**src/rtl/music_pkg.sv**
```systemverilog
// rtl/music_pkg.sv - note code constants and the 50 MHz half-period lookup for music_tone_gen.
package music_pkg;

    localparam logic [4:0] NOTE_REST = 5'd0;
    localparam logic [4:0] NOTE_MIN  = 5'd1;
    localparam logic [4:0] NOTE_MAX  = 5'd24;

    typedef logic [16:0] half_period_t;

    // HALF_PERIOD table: clock cycles per half wave at 50 MHz, C4..B5 chromatic.
    function automatic half_period_t half_period(input logic [4:0] code);
        half_period_t hp;
        case (code)
            5'd1:    hp = 17'd95556;
            5'd2:    hp = 17'd90193;
            5'd3:    hp = 17'd85131;
            5'd4:    hp = 17'd80353;
            5'd5:    hp = 17'd75843;
            5'd6:    hp = 17'd71586;
            5'd7:    hp = 17'd67569;
            5'd8:    hp = 17'd63776;
            5'd9:    hp = 17'd60197;
            5'd10:   hp = 17'd56818;
            5'd11:   hp = 17'd53629;
            5'd12:   hp = 17'd50619;
            5'd13:   hp = 17'd47778;
            5'd14:   hp = 17'd45097;
            5'd15:   hp = 17'd42566;
            5'd16:   hp = 17'd40177;
            5'd17:   hp = 17'd37922;
            5'd18:   hp = 17'd35793;
            5'd19:   hp = 17'd33784;
            5'd20:   hp = 17'd31888;
            5'd21:   hp = 17'd30098;
            5'd22:   hp = 17'd28409;
            5'd23:   hp = 17'd26815;
            5'd24:   hp = 17'd25310;
            default: hp = 17'd0;
        endcase
        return hp;
    endfunction

    function automatic logic is_active(input logic [4:0] code);
        return (code >= NOTE_MIN) && (code <= NOTE_MAX);
    endfunction

endpackage

```
**src/rtl/music_tone_gen_note_qualifier.sv**
```systemverilog
// rtl/music_tone_gen_note_qualifier.sv - registers the note code and adopts it once held stable.
module note_qualifier #(
    parameter int STABLE_CYCLES = 1024
) (
    input  logic       clk,
    input  logic       reset,
    input  logic [4:0] music_in,
    output logic [4:0] current_note,
    output logic [4:0] adopt_note,
    output logic       adopt
);
    localparam logic [15:0] STAB_MAX = 16'(STABLE_CYCLES - 1);

    logic [4:0]  in_q;
    logic [4:0]  candidate;
    logic [15:0] stab_cnt;
    logic [15:0] stab_next;

    // stab_cnt counts evaluations beyond the first, so the edge where it reaches
    // STAB_MAX is the STABLE_CYCLES-th consecutive sighting of the code.
    always_comb begin
        stab_next = 16'd0;
        if (in_q == candidate)
            stab_next = (stab_cnt == STAB_MAX) ? stab_cnt : stab_cnt + 16'd1;
        adopt      = (stab_next == STAB_MAX) && (in_q != current_note);
        adopt_note = in_q;
    end

    always_ff @(posedge clk) begin
        if (reset) begin
            in_q         <= 5'd0;
            candidate    <= 5'd0;
            stab_cnt     <= 16'd0;
            current_note <= 5'd0;
        end else begin
            in_q      <= music_in;
            candidate <= in_q;
            stab_cnt  <= stab_next;
            if (adopt)
                current_note <= in_q;
        end
    end

endmodule

```
**src/rtl/music_tone_gen.sv**
```systemverilog
// rtl/music_tone_gen.sv - qualified note code to square-wave tone; define MUSIC_TONE_DECAY_EN for a PWM decay envelope.
module music_tone_gen
    import music_pkg::*;
#(
    parameter int STABLE_CYCLES = 1024,
    parameter int SCALE_SHIFT   = 0
) (
    input  logic       clk,
    input  logic       reset,
    input  logic [4:0] music_in,
    output logic       audio_out,
    output logic       note_active,
    output logic [4:0] current_note
);
    logic        adopt;
    logic [4:0]  adopt_note;
    logic [16:0] half_cnt;
    logic [16:0] period_raw;
    logic [16:0] period;
    logic        square;

    note_qualifier #(.STABLE_CYCLES(STABLE_CYCLES)) u_qual (
        .clk          (clk),
        .reset        (reset),
        .music_in     (music_in),
        .current_note (current_note),
        .adopt_note   (adopt_note),
        .adopt        (adopt)
    );

    always_comb begin
        period_raw = half_period(current_note) >> SCALE_SHIFT;
        period     = (period_raw == 17'd0) ? 17'd1 : period_raw;
    end

    // A new adoption restarts the tone at phase 0, even mid half-period.
    always_ff @(posedge clk) begin
        if (reset) begin
            note_active <= 1'b0;
            half_cnt    <= 17'd0;
            square      <= 1'b0;
        end else if (adopt) begin
            note_active <= is_active(adopt_note);
            half_cnt    <= 17'd0;
            square      <= 1'b0;
        end else if (!note_active) begin
            half_cnt <= 17'd0;
            square   <= 1'b0;
        end else if (half_cnt == period - 17'd1) begin
            half_cnt <= 17'd0;
            square   <= ~square;
        end else begin
            half_cnt <= half_cnt + 17'd1;
        end
    end

`ifdef MUSIC_TONE_DECAY_EN
    localparam int          DECAY_RAW  = (1 << 20) >> SCALE_SHIFT;
    localparam int          DECAY_LEN  = (DECAY_RAW < 1) ? 1 : DECAY_RAW;
    localparam logic [19:0] DECAY_LAST = 20'(DECAY_LEN - 1);

    logic [3:0]  level;
    logic [3:0]  pwm;
    logic [19:0] decay_cnt;

    always_ff @(posedge clk) begin
        if (reset) begin
            level     <= 4'd0;
            pwm       <= 4'd0;
            decay_cnt <= 20'd0;
        end else begin
            pwm <= pwm + 4'd1;
            if (adopt) begin
                decay_cnt <= 20'd0;
                if (is_active(adopt_note))
                    level <= 4'd15;
            end else if (note_active && level != 4'd0) begin
                if (decay_cnt == DECAY_LAST) begin
                    decay_cnt <= 20'd0;
                    level     <= level - 4'd1;
                end else begin
                    decay_cnt <= decay_cnt + 20'd1;
                end
            end
        end
    end

    assign audio_out = square & (pwm < level);
`else
    assign audio_out = square;
`endif

endmodule

```
**config.mk**
```make
export PLATFORM = sky130hd
export DESIGN_NAME = music_tone_gen
export DESIGN_NICKNAME = d
export VERILOG_FILES = /design/src/rtl/music_pkg.sv /design/src/rtl/music_tone_gen_note_qualifier.sv /design/src/rtl/music_tone_gen.sv
export SDC_FILE = /design/constraint.sdc
export NUM_CORES = 1
export LEC_CHECK = 0
export CAP_MARGIN = 20
export CORE_MARGIN = 3
export CORE_UTILIZATION = 64
export CTS_BUF_LIST = sky130_fd_sc_hd__clkbuf_4
export DETAILED_ROUTE_END_ITERATION = 6
export PLACE_DENSITY = 0.83
export SLEW_MARGIN = 20
export SYNTH_ARGS = -nofsm -noshare
export SYNTH_HDL_FRONTEND = slang
export SYNTH_HIERARCHICAL = 1
export SYNTH_SLANG_ARGS = --single-unit
```
**constraint.sdc**
```tcl
create_clock -name clk -period 7.7 [get_ports clk]
set_clock_uncertainty 0.2 [all_clocks]
set_input_delay 1.54 -clock clk [delete_from_list [all_inputs] [get_ports clk]]
set_output_delay 1.54 -clock clk [all_outputs]
set_load 0.02 [all_outputs]
```
==> results.json <==
{
  "synthCells": 467,
  "dp_cells": 535,
  "worst_pin_slew_ns": 0.740,
  "dieArea_um2": 7020,
  "core-area_um2": 5680,
  "placed_area_um2": 3970,
  "min_from": "note_active",
  "cts.sinks": 50,
  "synth-async-reset-ratio_pct": 0,
  "clock-root-buffer": "clkbuf_4",
  "grt_use_total_pct": 26.3,
  "grt_max_degree": 51,
  "final-max-slew-violation-count": 0,
  "viasPerCell": 6.36,
  "ant_nets": 0,
  "path_cells": "inv_1 > ha_1 > mux2_2 > a221o_1 > a32oi_2 > nand4_1 > nor2_1 > a21oi_1 > ha_1 > xor2_1 > nand2_1 > a221o_2 > a2111oi_0 > o2111ai_2 > o21ai_4 > nor2_1",
  "dpl_worst_slack_ns": 2.48,
  "io_pins": 14,
  "cts_hold_buf": 0,
  "die_height_um": 83.8,
  "setup_violations": 0,
  "port_buffers": 13,
  "max_cap_viol_count": 0,
  "finalCoreUtilization_pct": 70.9,
  "final_nets": 488,
  "dr.pass1.iters": 5,
  "cp-end-kind": "flop",
  "status": "complete, no violations",
  "critical_path_class": "reg -> reg",
  "wirelength_mm": 9.21,
  "drc": 0,
  "setup-tns-final_ns": 0,
  "swShare_pct": 23.4,
  "dp_hpwl_mm": 6.78,
  "vias": 3455,
  "synth.top_cell.area_share_pct": 25.8,
  "layout_common_cells": "nor2_1 (51), dfxtp_1 (50), nand2_1 (33), nand3_1 (28), xor2_1 (26)",
  "cp_slowest_cell": "dfxtp_1",
  "syn_area_um2": 3870,
  "wire_per_inst_um": 17.0,
  "grtUsageMet3_pct": 3.85,
  "globalplace.congestion": 0.974,
  "crit_start": "u_qual/current_note[1]",
  "drive_gt1_share_pct": 13.4,
  "hp-class": "reg -> reg",
  "r2r_start": "u_qual/current_note[1]",
  "start_kind": "flop",
  "fmax_mhz": 187,
  "stdcell_area_um2": 4030,
  "row_count": 27,
  "layout_commonest_cell": "nor2_1",
  "rsz0062_at_grt": "false",
  "htree_levels": 2,
  "numCtsBuffers": 5,
  "diodes": 0,
  "p_switching_mw": 0.0931,
  "grt_util_met2_pct": 44.9,
  "period_needed_ns": 5.34,
  "area_growth_pct": 3.87,
  "synth_edf_count": 0,
  "tritoncts": "done",
  "critical_path_arrival_ns": 5.40,
  "drt-initial-drc-count": 292,
  "grt_overflow": 0,
  "power.internal_mw": 0.304,
  "syn-num-nets": 485,
  "grt_util_met1_pct": 33.3,
  "leakagePower_nw": 1.50,
  "yosysSeqAreaShare_pct": 25.8,
  "cts_max_path_buffers": 2,
  "synth.avg_cell_area_um2": 8.30,
  "cpPeakStageDelay_ns": 0.81,
  "busiest_layer": "met2",
  "post-synth-top-area-cell": "dfxtp_1",
  "cp.required_ns": 7.76,
  "synth_area_leaders": "dfxtp_1 (26%), xor2_1 (5.9%), xnor2_1 (5.2%)",
  "yosysUniqueCellTypes": 84,
  "fin_crit_sh_pct": 69.4,
  "worst_slack_ns": 2.36,
  "max_slew_margin_pct": 50.7,
  "synth_flop_cell": "dfxtp_1",
  "start_util_pct": 68.3,
  "dieWidth_um": 83.8,
  "critPathMaxFanout": 17,
  "finalHoldViolations": 0,
  "ctsResizeCount": 0,
  "seq_power_share_pct": 66.6,
  "clkPwrFrac_pct": 29.6,
  "path_clk_slew_ns": 0.15,
  "comb_power_share_pct": 3.8,
  "fin_cells": 543,
  "grt_pass1_vias": 3252,
  "grt_pass1_wl_mm": 15.4,
  "power_density_nw_per_um2": 98.7,
  "yosys_warnings": 6,
  "ys_ff_latch": 50,
  "cts_setup_buffers": 0,
  "worstSkewPairLatency_ns": 0.37,
  "antenna_found_initial": 0,
  "max-vdd-ir-drop_mv": 0.0859
}
[final timing paths]
check	end	slack, ns	cells past startpoint
hold reg to reg	note_active	0.31	2
setup reg to reg	half_cnt[5]	2.36	16
hold / removal	note_active	0.31	2
setup / recovery	half_cnt[5]	2.36	16
[per-layer routing]
| metal | wire, um | vias up |
|---|---|---|
| met5 | 0 | - |
| met1 | 3960 | 1617 |
| met3 | 491 | 26 |
| met2 | 4480 | 125 |
| li1 | - | 1687 |
| met4 | 276 | 0 |
[flip-flops by register name (all words and copies together), names as in the netlist]
signal	flops
u_qual/candidate	5
note_active	1
u_qual/stab_cnt	16
half_cnt	17
u_qual/adopt_note	5
audio_out	1
u_qual/current_note	5
[critical path, delay by kind of cell (launching register included)]
family	cells	cell delay, ns
adder cells (fa/ha/maj)	2	0.61
buffers and inverters	1	0.21
AO/OA/AOI/OAI	7	2.34
AND/OR/NAND/NOR	4	0.56
multiplexers	1	0.30
XOR/XNOR	1	0.17
flip-flops	1	0.81
[through the flow]
step | power (mW) | hold slack, ns
6_report | 0.397 | 0.313
5_1_grt | 0.411 | 0.350
4_1_cts | 0.401 | 0.319
3_5_place_dp | 0.285 | 0.295
3_3_place_gp | 0.285 | 0.296
2_1_floorplan | 0.279 | 0.274
[synthesized netlist by cell type (all sizes together), types with 3 or more instances]
master and count:
xor2 26, and2b 12, o2111ai 3, dfxtp 50, nand2 34, a211oi 6, and2 9, nand4 12
and4 5, inv 8, nor4 5, buf 11, nand2b 9, mux2i 5, ha 11, a21oi 21
or3 9, a21boi 3, nor2 51, nor2b 15, nor3 15, and3 8, a211o 3, nand3 28
clkbuf 9, a21o 3, o21ai 21, a221o 4, nand3b 4, xnor2 23, mux2 7, or2 4
[kinds of logic after synthesis]
group / count (synthesis) / share of synthesized area, %
simple gates: 231 / 34.4
compound gates: 86 / 17.1
flops: 50 / 25.8
xor+xnor: 49 / 11.1
buf+inv: 28 / 4.55
mux: 12 / 3.42
fa+ha+maj: 11 / 3.55
[power by group through the flow]
| stage | clock network (mW) | logic (mW) | registers (mW) |
|---|---|---|---|
| 6_report | 0.117 | 0.0151 | 0.265 |
| 3_3_place_gp | 0 | 0.0145 | 0.270 |
| 5_1_grt | 0.129 | 0.0168 | 0.265 |
| 4_1_cts | 0.121 | 0.0151 | 0.265 |
| 2_1_floorplan | 0 | 0.00972 | 0.270 |
| 3_5_place_dp | 0 | 0.0150 | 0.270 |
[area by class of cell]
class	count	area (um^2)
clock buffers	5	37.5
clock inverters	3	16.3
fillers	478	1650
inverters	8	30.0
multi-input cells	389	2700
flip-flops and latches	50	1000
well taps	72	90.1
repair buffers	16	153
Power figures use the tool's default switching activity.
